`src/rtl/fifo_umbral.sv`:
```
// Eight-deep synchronous FIFO with programmable almost-full / almost-empty
// thresholds and one-cycle overflow/underflow error pulses.
module fifo_umbral #(
  parameter int DATA_WIDTH = 6,
  parameter int ADDR_WIDTH = 3
) (
  input  logic                  clk,
  input  logic                  reset,
  input  logic                  push,
  input  logic                  pop,
  input  logic [DATA_WIDTH-1:0] data_in,
  input  logic [2:0]            umbral_alto,
  input  logic [2:0]            umbral_bajo,
  output logic [DATA_WIDTH-1:0] data_out,
  output logic                  valid_out,
  output logic                  fifo_empty,
  output logic                  fifo_full,
  output logic                  almost_full,
  output logic                  almost_empty,
  output logic                  error
);
  localparam int DEPTH = 2**ADDR_WIDTH;
  localparam logic [ADDR_WIDTH:0] DEPTH_C = (ADDR_WIDTH+1)'(DEPTH);

  logic [DATA_WIDTH-1:0] mem [DEPTH];
  logic [ADDR_WIDTH-1:0] wr_ptr, rd_ptr;
  logic [ADDR_WIDTH:0]   count;
  logic                  pop_ok, push_ok;

  // A push into a full FIFO is still taken when a pop frees a slot this edge;
  // a pop from an empty FIFO never falls through to the incoming word.
  assign pop_ok  = pop && (count != '0);
  assign push_ok = push && ((count != DEPTH_C) || pop_ok);

  assign fifo_empty   = (count == '0);
  assign fifo_full    = (count == DEPTH_C);
  assign almost_full  = (umbral_alto != 3'd0) && (count >= (ADDR_WIDTH+1)'(umbral_alto));
  assign almost_empty = (count <= (ADDR_WIDTH+1)'(umbral_bajo));

  always_ff @(posedge clk) begin
    if (!reset) begin
      wr_ptr    <= '0;
      rd_ptr    <= '0;
      count     <= '0;
      data_out  <= '0;
      valid_out <= 1'b0;
      error     <= 1'b0;
    end else begin
      valid_out <= pop_ok;
      error     <= (push && !push_ok) || (pop && !pop_ok);
      if (push_ok) wr_ptr <= wr_ptr + 1'b1;
      if (pop_ok) begin
        data_out <= mem[rd_ptr];
        rd_ptr   <= rd_ptr + 1'b1;
      end
      if (push_ok && !pop_ok)      count <= count + 1'b1;
      else if (pop_ok && !push_ok) count <= count - 1'b1;
    end
  end

  // Storage is not cleared by reset; a push during reset is dropped.
  always_ff @(posedge clk) begin
    if (reset && push_ok) mem[wr_ptr] <= data_in;
  end
endmodule
```
`config.mk`:
```
export PLATFORM = sky130hd
export DESIGN_NAME = fifo_umbral
export DESIGN_NICKNAME = d
export VERILOG_FILES = /design/src/rtl/fifo_umbral.sv
export SDC_FILE = /design/constraint.sdc
export NUM_CORES = 1
export LEC_CHECK = 0
export ABC_AREA = 1
export CAP_MARGIN = 10
export CELL_PAD_IN_SITES_DETAIL_PLACEMENT = 1
export CELL_PAD_IN_SITES_GLOBAL_PLACEMENT = 2
export CORE_AREA = 2 2 86 150
export DETAILED_ROUTE_END_ITERATION = 8
export DIE_AREA = 0 0 88 152
export GPL_TIMING_DRIVEN = 0
export PLACE_DENSITY_LB_ADDON = 0.1
export REMOVE_ABC_BUFFERS = 1
export SLEW_MARGIN = 20
export SYNTH_ARGS = -nofsm -noshare
export SYNTH_HDL_FRONTEND = slang
export SYNTH_SLANG_ARGS = --single-unit
```
`constraint.sdc`:
```
create_clock -name clk -period 3.02 [get_ports clk]
set_clock_uncertainty 0.2 [all_clocks]
set_input_delay 0.302 -clock clk [delete_from_list [all_inputs] [get_ports clk]]
set_output_delay 0.302 -clock clk [all_outputs]
set_load 0.005 [all_outputs]
```
==> out/qor.yml <==
outcome:
  outcome: "finished clean"
critical_path:
  reg2reg_depth: 13
  cp_slowest_cell: "clkdlybuf4s50_1"
  cp_cell_sequence: "inv_1 -> ha_1 -> inv_1 -> nand2_1 -> a21oi_1 -> o21ai_0 -> o21ai_0 -> inv_1 -> clkdlybuf4s50_1"
  cpPeakStageDelay_ps: 490
  cpMostUsedCell: "inv_1"
  crit_path_max_fanout: 4
  required_ps: 2520
  critPathCaptureType: "output pin"
  critPathArrivalTime_ps: 2140
  worstSetupStartpointType: "flip-flop"
  path_class: "reg -> out"
clock_network:
  hold_buffers: 0
  path_clk_slew_ps: 50
  cts.repair.resized: 0
  numCtsBuffers: 9
  clk_latency_ps: 320
  clock-root-buffer: "clkbuf_16"
  htree_num_levels: 3
  cts_sinks: 66
  cts_buffer_depth: 2
  cts_tree: "built"
  postCtsSetupBuffers: 0
route:
  wire_per_inst_um: 15.6
  post-route-drc-count: 0
  routed-via-count: 2135
  viasPerCell: 4.26
  dr.pass1.iters: 4
  routed_wl_mm: 7.80
  drt_iter0_drc: 82
  ant_nets: 0
sta:
  fin_crit_ps: 2640
  drv_slew: 0
  rsz0062_at_grt: "false"
  slew_headroom: 0.488
  tightest_slew_ps: 767
  setup_violations: 0
  hold_viol_final: 0
  fin_setup_tns_ps: 0
  fmax_ghz: 0.379
  fin_crit_sh: 0.873
final_layout:
  nets: 356
  final_util: 0.302
  antenna_cells: 0
  nFillCells: 1413
  drive_gt1_frac: 0.0841
  syn2layout_area_growth_pct: 24.1
global_route:
  grt_pass1_wl_mm: 12.2
  grt_max_degree: 27
  grt_use_total: 0.127
  grt_overflow_total: 0
  grt_pass1_vias: 2237
  antenna_found_initial: 0
synth:
  netlist_area_um2: 2980
  syn_area_per_cell_um2: 9.98
  synth_top_cell_area_share: 0.484
  yosysUniqueCellTypes: 26
  synthArstFlopShare: 0
  synth_flop_cell: "edfxtp_1"
  yosys.area.top_type: "edfxtp_1"
  ys_ff_latch: 66
  synth_area_leaders: "edfxtp_1 48%, dfxtp_1 12%, nand2_1 7.4%"
  synth_common_cells: "59 x nand2_1, 57 x nor2_1, 48 x edfxtp_1, 23 x o21ai_0, 22 x nand3_1"
  ys_warn_count: 0
  yosysMostFrequentCell: "nand2_1"
  synth_edf_count: 48
  yosysSeqAreaShare: 0.606
  synthCells: 298
power_and_ir_drop:
  vdd_drop_max_mv: 0.311
  power_density_nw_per_um2: 833
  leakage_nw: 1.43
die:
  die_y_um: 152
  boundaryPins: 28
  core_area_um2: 12200
  die_area_um2: 13400
  rows: 54
  initial_utilization: 0.243
  die_w_um: 88
hold_path:
  hold_depth: 2
  min_path_type: "reg -> reg"
placed_design:
  gp_congestion: 0.699
  dp_hpwl_mm: 5.77
  io_buffers: 27
job:
  maxCapViolations: 0
[where the power goes]
part	leakage (nW)	switching (W)	internal [W]	total, W
registers	0.582	0.000133	0.00105	0.00119
logic	0.702	0.000452	0.000357	0.000809
clock network	0.150	0.000366	0.000716	0.00108
[worst max-delay path: cells and delay by family, from the launching register on]
kind            cells  cell delay (ps)
simple gates        1               50
fa+ha+maj           1              290
compound gates      3              310
flops               1              440
buf+inv             4              720
[final timing paths]
| path | startpoint | endpoint | slack (ps) |
|---|---|---|---|
| worst max-delay path | count[0] | almost_full | 380 |
| worst min-delay path | data_out[3] | data_out[3] | 250 |
| worst max register to register | count[1] | count[3] | 540 |
| worst min register to register | data_out[3] | data_out[3] | 250 |
[cell families (layout without fill, tap and decap cells)]
logic type,Yosys count,in the layout,synth area share
xor+xnor,2,2,0.00589
simple gates,149,149,0.218
fa+ha+maj,12,12,0.0530
buf+inv,33,68,0.0572
flops,66,66,0.606
compound gates,36,36,0.0606
[layout by cell type, fill, tap and decap left out]
master / netlist / routed
fa_1: 1 / 1
a21oi_1: 7 / 7
dfxtp_1: 18 / 17
or2_4: 1 / 1
nand3_1: 22 / 22
nor2_1: 57 / 57
nand4_1: 1 / 1
clkbuf_16: 0 / 9
nand3_2: 1 / 1
nand2_1: 59 / 59
xor2_1: 2 / 2
inv_2: 3 / 3
nor3_1: 1 / 1
nand2_2: 2 / 2
or2_2: 1 / 1
nor2_4: 1 / 1
dfxtp_2: 0 / 1
nand2_4: 2 / 2
clkdlybuf4s50_1: 0 / 27
inv_1: 21 / 21
edfxtp_1: 48 / 48
nor2_8: 1 / 1
clkinv_2: 0 / 2
bufinv_16: 0 / 2
inv_4: 1 / 1
clkinv_1: 0 / 1
clkinvlp_4: 0 / 1
o21ai_1: 6 / 6
clkbuf_1: 0 / 1
o21ai_0: 23 / 23
ha_1: 11 / 11
[registers in the layout, summed over array words and instances (netlist names)]
name,cells
mem,48
data_out,6
count,4
rd_ptr,3
wr_ptr,3
error,1
valid_out,1
[layer usage]
metal / part of all wire / routed length [µm] / track usage / up-vias
met1: 0.36 / 2780 / 0.125 / 1044
met2: 0.60 / 4660 / 0.245 / 27
met5: 0 / 0 / 0 / -
li1: - / - / - / 1050
met4: 0.024 / 191 / 0.0542 / 0
met3: 0.021 / 167 / 0.0250 / 14
[final cells by class]
type                            instances  area (µm²)  area share
Sequential cell                        66        1800       0.488
Inverter                               25        96.3      0.0261
Clock inverter                          6        81.3      0.0220
Tap cell                              168         210      0.0569
Timing Repair Buffer                   27         270      0.0732
Clock buffer                           10         229      0.0620
Multi-Input combinational cell        199        1000       0.272
[stage by stage]
stage | area (µm²) | instances | total power, W | setup WS [ps] | hold slack, ps
5_1_grt | 3690 | 501 | 0.00330 | 229 | 285
6_report | 3690 | 501 | 0.00308 | 382 | 247
2_1_floorplan | 2900 | 290 | 0.00167 | 860 | 201
3_5_place_dp | 3380 | 485 | 0.00205 | 198 | 239
4_1_cts | 3690 | 501 | 0.00315 | 319 | 251
3_3_place_gp | 3380 | 485 | 0.00203 | 244 | 236
No activity file was read; power rests on OpenSTA's default activity.
